--- src/rtl/decoder_ctrl_fsm.sv ---
// Multicycle instruction decoder / controller for the 16-bit CPU.
// Optional conditional branch/jump support is enabled by defining JCOND_EN.
module decoder_ctrl_fsm #(
   parameter int DATA_W   = 16,
   parameter int NUM_REGS = 16,
   parameter int SEL_W    = 5
) (
   input  logic                clk,
   input  logic                reset,
   input  logic [15:0]         instr,
   input  logic                instr_valid,
   input  logic                cond_true,
   output logic [NUM_REGS-1:0] reg_en,
   output logic [7:0]          alu_op,
   output logic [SEL_W-1:0]    src_a_sel,
   output logic [SEL_W-1:0]    src_b_sel,
   output logic [DATA_W-1:0]   imm,
   output logic                imm_sel,
   output logic                buf_en,
   output logic                flag_en,
   output logic                mem_we,
   output logic                mem_rd,
   output logic                pc_en,
   output logic                pc_mux_sel,
   output logic                illegal,
   output logic                busy
);

   localparam logic [2:0] S_FETCH  = 3'd0;
   localparam logic [2:0] S_DECODE = 3'd1;
   localparam logic [2:0] S_EXEC   = 3'd2;
   localparam logic [2:0] S_MEM    = 3'd3;
   localparam logic [2:0] S_NEXT   = 3'd4;

   localparam logic [4:0]          NREG   = 5'(NUM_REGS);
   localparam logic [NUM_REGS-1:0] REG_1H = NUM_REGS'(1);

   logic [2:0]  state_q, state_d;
   logic [15:0] ir_q, ir_d;

   logic [3:0] cls, rdst, ext, rsrc;
   logic [7:0] imm8;
   logic [3:0] op;
   logic       is_r, is_i, is_ld, is_st, is_bc, is_jc;
   logic       zext, is_arith, is_cmp, rdst_bad, rsrc_bad, legal;
   logic [DATA_W-1:0] imm_sx, imm_zx;
   logic [SEL_W-1:0]  rdst_sel, rsrc_sel;

   assign cls  = ir_q[15:12];
   assign rdst = ir_q[11:8];
   assign ext  = ir_q[7:4];
   assign rsrc = ir_q[3:0];
   assign imm8 = ir_q[7:0];

   assign imm_sx   = {{(DATA_W-8){imm8[7]}}, imm8};
   assign imm_zx   = {{(DATA_W-8){1'b0}}, imm8};
   assign rdst_sel = SEL_W'(rdst) + SEL_W'(1);
   assign rsrc_sel = SEL_W'(rsrc) + SEL_W'(1);

`ifndef JCOND_EN
   logic cond_unused;
   assign cond_unused = cond_true;
`endif

   always_comb begin
      is_r  = 1'b0;
      is_i  = 1'b0;
      is_ld = 1'b0;
      is_st = 1'b0;
      is_bc = 1'b0;
      is_jc = 1'b0;
      zext  = 1'b0;
      case (cls)
         4'h0: case (ext)
            4'h1, 4'h2, 4'h3, 4'h4, 4'h5, 4'h6, 4'h7, 4'h9, 4'hB: is_r = 1'b1;
            default: ;
         endcase
         4'h8: case (ext)
            4'h0, 4'h4, 4'hC, 4'hF: is_r = 1'b1;
            default: ;
         endcase
         4'h1, 4'h2, 4'h3: begin
            is_i = 1'b1;
            zext = 1'b1;
         end
         4'h5, 4'h6, 4'h7, 4'h9, 4'hB, 4'hD: is_i = 1'b1;
         4'h4: case (ext)
            4'h0: is_ld = 1'b1;
            4'h4: is_st = 1'b1;
`ifdef JCOND_EN
            4'hC: is_jc = 1'b1;
`endif
            default: ;
         endcase
`ifdef JCOND_EN
         4'hC: is_bc = 1'b1;
`endif
         default: ;
      endcase

      // R-type class 0 carries its operation in ext; I-types carry it in class
      op       = (cls == 4'h0) ? ext : cls;
      is_arith = ((is_r && cls == 4'h0) || is_i) &&
                 (op == 4'h5 || op == 4'h6 || op == 4'h7 || op == 4'h9 || op == 4'hB);
      is_cmp   = ((is_r && cls == 4'h0) || is_i) && op == 4'hB;

      rdst_bad = {1'b0, rdst} >= NREG;
      rsrc_bad = {1'b0, rsrc} >= NREG;
      legal    = (is_r || is_i || is_ld || is_st || is_bc || is_jc) &&
                 !((is_r || is_i || is_ld || is_st) && rdst_bad) &&
                 !((is_r || is_ld || is_st || is_jc) && rsrc_bad);
   end

   always_comb begin
      state_d = state_q;
      ir_d    = ir_q;
      case (state_q)
         S_FETCH: if (instr_valid) begin
            ir_d    = instr;
            state_d = S_DECODE;
         end
         // illegal ops ride through EXEC as a bubble so they keep ALU-op latency
         S_DECODE: state_d = S_EXEC;
         S_EXEC:   state_d = (legal && (is_ld || is_st)) ? S_MEM : S_NEXT;
         S_MEM:    state_d = S_NEXT;
         S_NEXT:   state_d = S_FETCH;
         default:  state_d = S_FETCH;
      endcase
   end

   always_ff @(posedge clk or negedge reset) begin
      if (!reset) begin
         state_q <= S_FETCH;
         ir_q    <= '0;
      end else begin
         state_q <= state_d;
         ir_q    <= ir_d;
      end
   end

   always_comb begin
      reg_en     = '0;
      alu_op     = '0;
      src_a_sel  = '0;
      src_b_sel  = '0;
      imm        = '0;
      imm_sel    = 1'b0;
      buf_en     = 1'b0;
      flag_en    = 1'b0;
      mem_we     = 1'b0;
      mem_rd     = 1'b0;
      pc_en      = 1'b0;
      pc_mux_sel = 1'b0;
      illegal    = 1'b0;
      busy       = (state_q != S_FETCH);
      case (state_q)
         S_DECODE: illegal = !legal;
         S_EXEC: if (legal) begin
            if (is_r || is_i) begin
               alu_op    = {cls, is_i ? 4'h0 : ext};
               src_a_sel = rdst_sel;
               src_b_sel = is_r ? rsrc_sel : '0;
               imm_sel   = is_i;
               imm       = is_i ? (zext ? imm_zx : imm_sx) : '0;
               buf_en    = 1'b1;
               flag_en   = is_arith;
               if (!is_cmp) reg_en = REG_1H << rdst;
            end else if (is_ld || is_st) begin
               src_b_sel = rsrc_sel;
            end
         end
         S_MEM: begin
            if (is_st) begin
               mem_we    = 1'b1;
               src_a_sel = rdst_sel;
            end
            if (is_ld) begin
               mem_rd = 1'b1;
               reg_en = REG_1H << rdst;
            end
         end
         S_NEXT: begin
            pc_en = 1'b1;
`ifdef JCOND_EN
            if (legal && (is_bc || is_jc)) pc_mux_sel = cond_true;
            if (legal && is_bc) begin
               imm     = imm_sx;
               imm_sel = 1'b1;
            end
            if (legal && is_jc) src_b_sel = rsrc_sel;
`endif
         end
         default: ;
      endcase
   end

endmodule

--- config.mk ---
export PLATFORM = sky130hd
export DESIGN_NAME = decoder_ctrl_fsm
export DESIGN_NICKNAME = d
export VERILOG_FILES = /design/src/rtl/decoder_ctrl_fsm.sv
export SDC_FILE = /design/constraint.sdc
export NUM_CORES = 1
export LEC_CHECK = 0
export ABC_AREA = 1
export BUFFER_PORTS_ARGS = -buffer_cell sky130_fd_sc_hd__buf_4
export CORE_MARGIN = 2
export CORE_UTILIZATION = 51
export DETAILED_ROUTE_END_ITERATION = 10
export HOLD_SLACK_MARGIN = 0.1
export MAX_ROUTING_LAYER = met4
export PLACE_DENSITY = 0.87
export SYNTH_ARGS = -nofsm -noshare
export SYNTH_HDL_FRONTEND = slang
export SYNTH_SLANG_ARGS = --single-unit
--- constraint.sdc ---
create_clock -name clk -period 3.14 [get_ports clk]
set_input_delay 0.157 -clock clk [delete_from_list [all_inputs] [get_ports clk]]
set_output_delay 0.157 -clock clk [all_outputs]
set_load 0.05 [all_outputs]
==> summary.md, run 1 <==
| Metric | Value |
|---|---|
| Initial DRC count | 94 |
| Chip Height | 62.10 µm |
| Area Overhead vs Synth | 38.66% |
| Crit Path Category | reg -> out |
| Crit path DAT | 2.14 ns |
| Synth warn | 0 |
| Multi-input gate area | 1022 µm² |
| CTS tree | built |
| # fillers | 268 |
| P per Cell Area | 840.1 nW/µm² |
| Reg power frac | 0.254 |
| Worst-margin pin slew | 0.9188 ns |
| First-pass GRT wire length | 7679 µm |
| Post-synth ARST share | 1.000 |
| Clock root cell | clkbuf_4 |
| HPWL after DPL | 3441 µm |
| Ys flop type | dfrtp_1 |
| Final WL | 4546 µm |
| Clk_lat worst skew | 0.30 ns |
| GRT Residual Overflow | 0 |
| Worst IR Drop VDD | 0.6369 mV |
| Max Cap Viol | 0 |
| FF/Latch Area | 475.5 µm² |
| Fin crit period | 2.297 ns |
| Top cell type's share of synthesized area | 0.2762 |
| Critical Path Start Type | flip-flop |
| Core Box Area | 3284 µm² |
| Share of cells above drive strength 1 | 0.3846 |
| Sink Count | 19 |
| Clock share of power | 0.063 |
| RSZ-0062 raised after global routing | no |
| Drt pass-1 iters | 4 |
| Syn Nets | 275 |
| Top post-synthesis cells by count | nor2_1 (56), nand2_1 (26), inv_1 (25) |
| Final core utilization | 0.7269 |
| Die X | 62.10 µm |
| Post-CTS Hold Fix Bufs | 9 |
| Required @ worst endpoint | 2.98 ns |
| Synth Instances | 248 |
| DRC Markers | 0 |
| Routed via count | 1875 |
| Critical path capture point type | output pin |
| Setup Total Neg Slack | 0 ns |
| Post-synthesis cell area | 1722 µm² |
| Port-buffer cells | 76 |
| Library cells used by synthesis | 33 |
| Fmax | 435.3 MHz |
| Largest net degree at the start of global routing | 30 |
| CTS Buf Count | 3 |
| Relative slew slack | 0.3860 |
| Vias in the first global route | 1761 |
| Placed Area | 2271 µm² |
| Postcts setup bufs | 0 |
| Hold Path Class | in -> reg |
| Rows | 21 |
| Placed cells | 358 |
| Die area | 3856 µm² |
| Post_cts resized | 0 |
| Period utilization | 0.7316 |
| Net Switching | 1.201 mW |
| Gate power share | 0.684 |
| Initial Util | 0.5242 |
| Clock transition at path regs | 0.10 ns |
| Static Leak | 1.195 nW |
| Gpl congestion | 0.8819 |
| Routed vias/inst | 5.054 |
| ANT nets after route | 0 |
| Final count of negative-setup-slack endpoints | 0 |
| I/O pin cnt | 79 |
| Internal power | 804.2 µW |
| Design Area, Final | 2387 µm² |
| Sequential share of the synthesized area | 0.2762 |
| Overall Global Routing Usage | 0.2512 |
| Initial antenna violation count | 0 |
| Nets@finish | 353 |
| Final Hold Vio Count | 0 |
| Peak fanout along the critical path | 15 |
| Routed WL per cell | 12.25 µm |
| Sw Share | 0.5990 |
| Avg Synthesized Cell Area | 6.942 µm² |
| Diode count | 0 |
| Clk_skew | 0.002981 ns |
| Count leader, synth | nor2_1 |
| Cell Count, Final, Fillers Out | 371 |
| Outcome | completed |
| Synth top area cells | dfrtp_1 (28%), nor2_1 (12%), nand2_1 (5.7%), inv_1 (5.5%), ha_1 (5.1%) |
| EDFF count, synth | 0 |
| Cell taking the most area after synthesis | dfrtp_1 |
| Reg-to-reg slack, setup | 1.16 ns |
| Clock Path Buffers | 2 |
| Slew Viols, Final | 0 |
| H-Tree Depth | 1 |
| Number of synthesized register bits | 19 |
[worst paths after layout]
check,start,end,cells past startpoint
worst min register to register,ir_q[1],ir_q[1],1
min in group asynchronous,reset,ir_q[1],2
worst min-delay path,instr[8],ir_q[8],3
worst max register to register,state_q[0],ir_q[0],5
worst max-delay path,state_q[2],imm[13],7
max in group asynchronous,reset,ir_q[10],2
[worst max-delay path: stages, from the launching register on]
cell	delay, ns
dfrtp_1	0.41
nor2_1	0.13
inv_2	0.08
nor2_4	0.27
inv_2	0.20
nor3_2	0.21
o21a_1	0.28
buf_4	0.25
[stage by stage]
step / power (mW) / setup slack (ns) / hold slack (ns)
finish: 2.006 / 0.8429 / 0.1036
global route: 2.163 / 0.6465 / 0.1086
CTS: 1.994 / 0.8371 / 0.1013
detailed placement: 1.860 / 1.182 / 0.04293
global placement: 1.825 / 1.209 / 0.04052
floorplan: 1.551 / 0.4800 / -0.1386
[power groups by stage]
stage,clock network [mW],logic (mW),registers (mW)
2_1_floorplan,0,1.07,0.480
3_3_place_gp,0,1.32,0.503
3_5_place_dp,0,1.35,0.510
4_1_cts,0.127,1.36,0.505
5_1_grt,0.135,1.50,0.526
6_report,0.125,1.37,0.509
[cells by family (layout without fill, tap and decap cells)]
group / Yosys count / in the layout / synth area share
simple gates: 141 / 141 / 0.4237
buf+inv: 48 / 125 / 0.1301
compound gates: 27 / 27 / 0.08721
flops: 19 / 19 / 0.2762
fa+ha+maj: 7 / 7 / 0.05087
mux: 3 / 3 / 0.01962
xor+xnor: 2 / 2 / 0.01018
other cells: 1 / 1 / 0.002178
[registers in the layout, summed over array words and instances (netlist names)]
signal / flops
ir_q: 16
state_q: 3
[layout by cell type, fill, tap and decap left out, types with 2 or more instances in the layout]
master         count
nand3_1            5
inv_4              2
nand3_4            2
xor2_1             2
nand3_2            4
nor3_1            13
nor2_2            11
inv_1             25
a21oi_1           15
nand2_2           10
nand4_1            8
nor2_1            56
buf_4             76
nor2_4             2
ha_1               7
o21ai_0            6
mux2_1             3
nand2_4            2
nand2_1           26
clkbuf_4           3
dfrtp_1           19
inv_2              8
dlygate4sd3_1      9
[routing by layer]
| metal | track usage | wire, µm | up-vias |
|---|---|---|---|
| li1 | - | - | 936 |
| met1 | 0.3012 | 1959 | 860 |
| met2 | 0.4307 | 2246 | 67 |
| met3 | 0.03261 | 229 | 12 |
| met4 | 0.1000 | 112 | 0 |
| met5 | - | 0 | - |
[final cells by class]
cell class / count / area share
well taps: 46 / 0.02411
clock buffers: 4 / 0.01101
inverters: 36 / 0.06080
flip-flops and latches: 19 / 0.1992
repair buffers: 85 / 0.2767
multi-input cells: 181 / 0.4282
No activity file was read; power rests on OpenSTA's default activity.
==> run 2, diff against run 1 <==
--- a/config.mk
+++ b/config.mk
@@ -8,11 +8,11 @@
 export ABC_AREA = 1
 export BUFFER_PORTS_ARGS = -buffer_cell sky130_fd_sc_hd__buf_4
 export CORE_MARGIN = 2
-export CORE_UTILIZATION = 51
+export CORE_UTILIZATION = 47
 export DETAILED_ROUTE_END_ITERATION = 10
 export HOLD_SLACK_MARGIN = 0.1
 export MAX_ROUTING_LAYER = met4
-export PLACE_DENSITY = 0.87
+export PLACE_DENSITY = 0.81
 export SYNTH_ARGS = -nofsm -noshare
 export SYNTH_HDL_FRONTEND = slang
 export SYNTH_SLANG_ARGS = --single-unit
==> constraint.sdc (replaced) <==
create_clock -name clk -period 2.35 [get_ports clk]
set_input_delay 0.1175 -clock clk [delete_from_list [all_inputs] [get_ports clk]]
set_output_delay 0.1175 -clock clk [all_outputs]
set_load 0.05 [all_outputs]
==> summary.md, run 2 (synthesis results as in run 1) <==
| Metric | Value |
|---|---|
| Setup Total Neg Slack | 0 ns |
| Initial Util | 0.5040 |
| Initial antenna violation count | 0 |
| Net Switching | 1.624 mW |
| Diode count | 0 |
| Die X | 64.53 µm |
| First-pass GRT wire length | 7638 µm |
| Gpl congestion | 0.8649 |
| Reg2reg start | state_q[0] |
| HPWL after DPL | 3461 µm |
| Nets@finish | 364 |
| Clock share of power | 0.064 |
| Share of cells above drive strength 1 | 0.3839 |
| Cell family with most CP delay | simple AND/OR/NAND/NOR gates |
| CP peak stage delay | 0.42 ns |
| Worst-margin pin slew | 0.5329 ns |
| Initial DRC count | 74 |
| Commonest non-fill, non-tap cell in the layout | buf_4 |
| Gate power share | 0.685 |
| Routed WL per cell | 12.18 µm |
| Clk_skew | 0.005225 ns |
| Reg power frac | 0.251 |
| Design Area, Final | 2506 µm² |
| H-Tree Depth | 1 |
| Clock root cell | clkbuf_4 |
| Relative slew slack | 0.6438 |
| R2R cell count | 7 |
| Final Hold Vio Count | 0 |
| Overall Global Routing Usage | 0.2339 |
| Cells along the critical path | inv_4 > nand2_2 > nor2_2 > nand3_1 > nand2_4 > o21ai_1 > nor3_1 > buf_4 |
| Hold Path Class | in -> async |
| Slew Viols, Final | 0 |
| CTS Buf Count | 3 |
| Static Leak | 1.249 nW |
| Placed Area | 2293 µm² |
| GRT Residual Overflow | 0 |
| Routed vias/inst | 5.003 |
| Sink Count | 19 |
| DRC Markers | 0 |
| Critical Path Start Type | flip-flop |
| Required @ worst endpoint | 2.23 ns |
| Port-buffer cells | 76 |
| CP max-delay cell | dfrtp_1 |
| Core Box Area | 3416 µm² |
| P per Cell Area | 1084 nW/µm² |
| Final WL | 4653 µm |
| Crit Path Category | reg -> out |
| Routed via count | 1911 |
| Reg-to-reg critical path endpoint | ir_q[4] |
| Fmax | 467.3 MHz |
| Clk_lat worst skew | 0.31 ns |
| Worst IR Drop VDD | 0.6819 mV |
| Die area | 4163 µm² |
| # fillers | 290 |
| Critical path capture point type | output pin |
| Buf/Inv on CP | 2 |
| Reg-to-reg slack, setup | 0.70 ns |
| Crit path DAT | 2.02 ns |
| Peak fanout along the critical path | 9 |
| Most flops, register | ir_q |
| Sw Share | 0.5977 |
| Commonest cells after routing, fill and taps aside | buf_4 (78), nor2_1 (56), nand2_1 (26), inv_1 (25), dfrtp_1 (19) |
| Chip Height | 64.53 µm |
| ANT nets after route | 0 |
| Area Overhead vs Synth | 45.57% |
| Largest net degree at the start of global routing | 20 |
| CTS tree | built |
| Vias in the first global route | 1706 |
| Fin crit period | 2.140 ns |
| Largest registers | ir_q x16, state_q x3 |
| Max Cap Viol | 0 |
| Internal power | 1.093 mW |
| RSZ-0062 raised after global routing | no |
| Rows | 21 |
| Drt pass-1 iters | 4 |
| Final count of negative-setup-slack endpoints | 0 |
| Postcts setup bufs | 0 |
| Max reg flops | 16 |
| Clock Path Buffers | 2 |
| Clock transition at path regs | 0.12 ns |
| Period utilization | 0.9105 |
| I/O pin cnt | 79 |
| Outcome | completed |
[run 2: cell types whose count changed in the layout (fill, tap and decap cells not counted)]
cell / before / now
dlygate4sd3_1: 9 / 18
buf_4: 76 / 78
clkbuf_1: 1 / 0
clkinv_2: 0 / 1
nand2_2: 10 / 9
nand2_4: 2 / 3
nor3_2: 1 / 0
nor3_4: 0 / 1
o21a_1: 1 / 0
o21a_2: 0 / 1
[run 2: cell type report]
cell class | instances | area [µm²] | area share
well taps | 46 | 57.56 | 0.02297
repair buffers | 96 | 765.7 | 0.3055
inverters | 36 | 145.1 | 0.05791
multi-input cells | 181 | 1035 | 0.4129
clock buffers | 3 | 22.52 | 0.008987
flip-flops and latches | 19 | 475.5 | 0.1897
clock inverters | 1 | 5.005 | 0.001997
[run 2: how the worst max path moves through the flow]
stage	startpoint	end	slack, ns	depth (start not counted)
6_report	ir_q[6]	src_b_sel[2]	0.21	8
5_1_grt	ir_q[4]	reg_en[5]	0.04	10
4_1_cts	ir_q[4]	reg_en[4]	0.20	10
3_5_place_dp	ir_q[4]	reg_en[4]	0.55	10
3_3_place_gp	ir_q[6]	reg_en[4]	0.61	10
2_1_floorplan	state_q[2]	alu_op[0]	0.09	6
[run 2: worst reg2reg max path, stage by stage, from the launching register on]
cell,delay (ns)
dfrtp_1,0.45
nor2_1,0.11
inv_1,0.06
nor2_1,0.12
nand2_1,0.34
buf_4,0.33
nor2_1,0.09
a21oi_1,0.05
[run 2: power groups by stage]
| stage | combinational [mW] | clock (mW) | sequential [mW] |
|---|---|---|---|
| after floorplan | 1.44 | 0 | 0.641 |
| after global placement | 1.79 | 0 | 0.674 |
| after detailed placement | 1.82 | 0 | 0.684 |
| after CTS | 1.85 | 0.172 | 0.677 |
| after global routing | 2.02 | 0.188 | 0.705 |
| final | 1.86 | 0.174 | 0.681 |
[run 2: stage by stage]
stage	utilization	std cells	total power, mW	setup WS, ns	hold slack [ns]
floorplan	-	248	2.085	0.09257	-0.1781
global placement	0.6714	360	2.465	0.6142	0.0008913
detailed placement	0.6714	360	2.505	0.5530	0.001370
CTS	0.7322	382	2.700	0.2041	0.2093
global route	0.7337	382	2.917	0.03979	0.2312
finish	0.7337	382	2.717	0.2102	0.2048
[run 2: what timing repair did]
action,4_1_cts,5_1_grt
endpoints found under the setup margin,0,2
resized for setup,0,1
hold endpoints to repair,36,0
hold buffers,18,0
[run 2: per-layer routing]
| metal | global-route usage | up-vias | wire, µm |
|---|---|---|---|
| li1 | - | 958 | - |
| met1 | 0.2843 | 889 | 1911 |
| met2 | 0.4271 | 57 | 2498 |
| met3 | 0.01215 | 7 | 183 |
| met4 | 0.05585 | 0 | 61 |
| met5 | - | - | 0 |
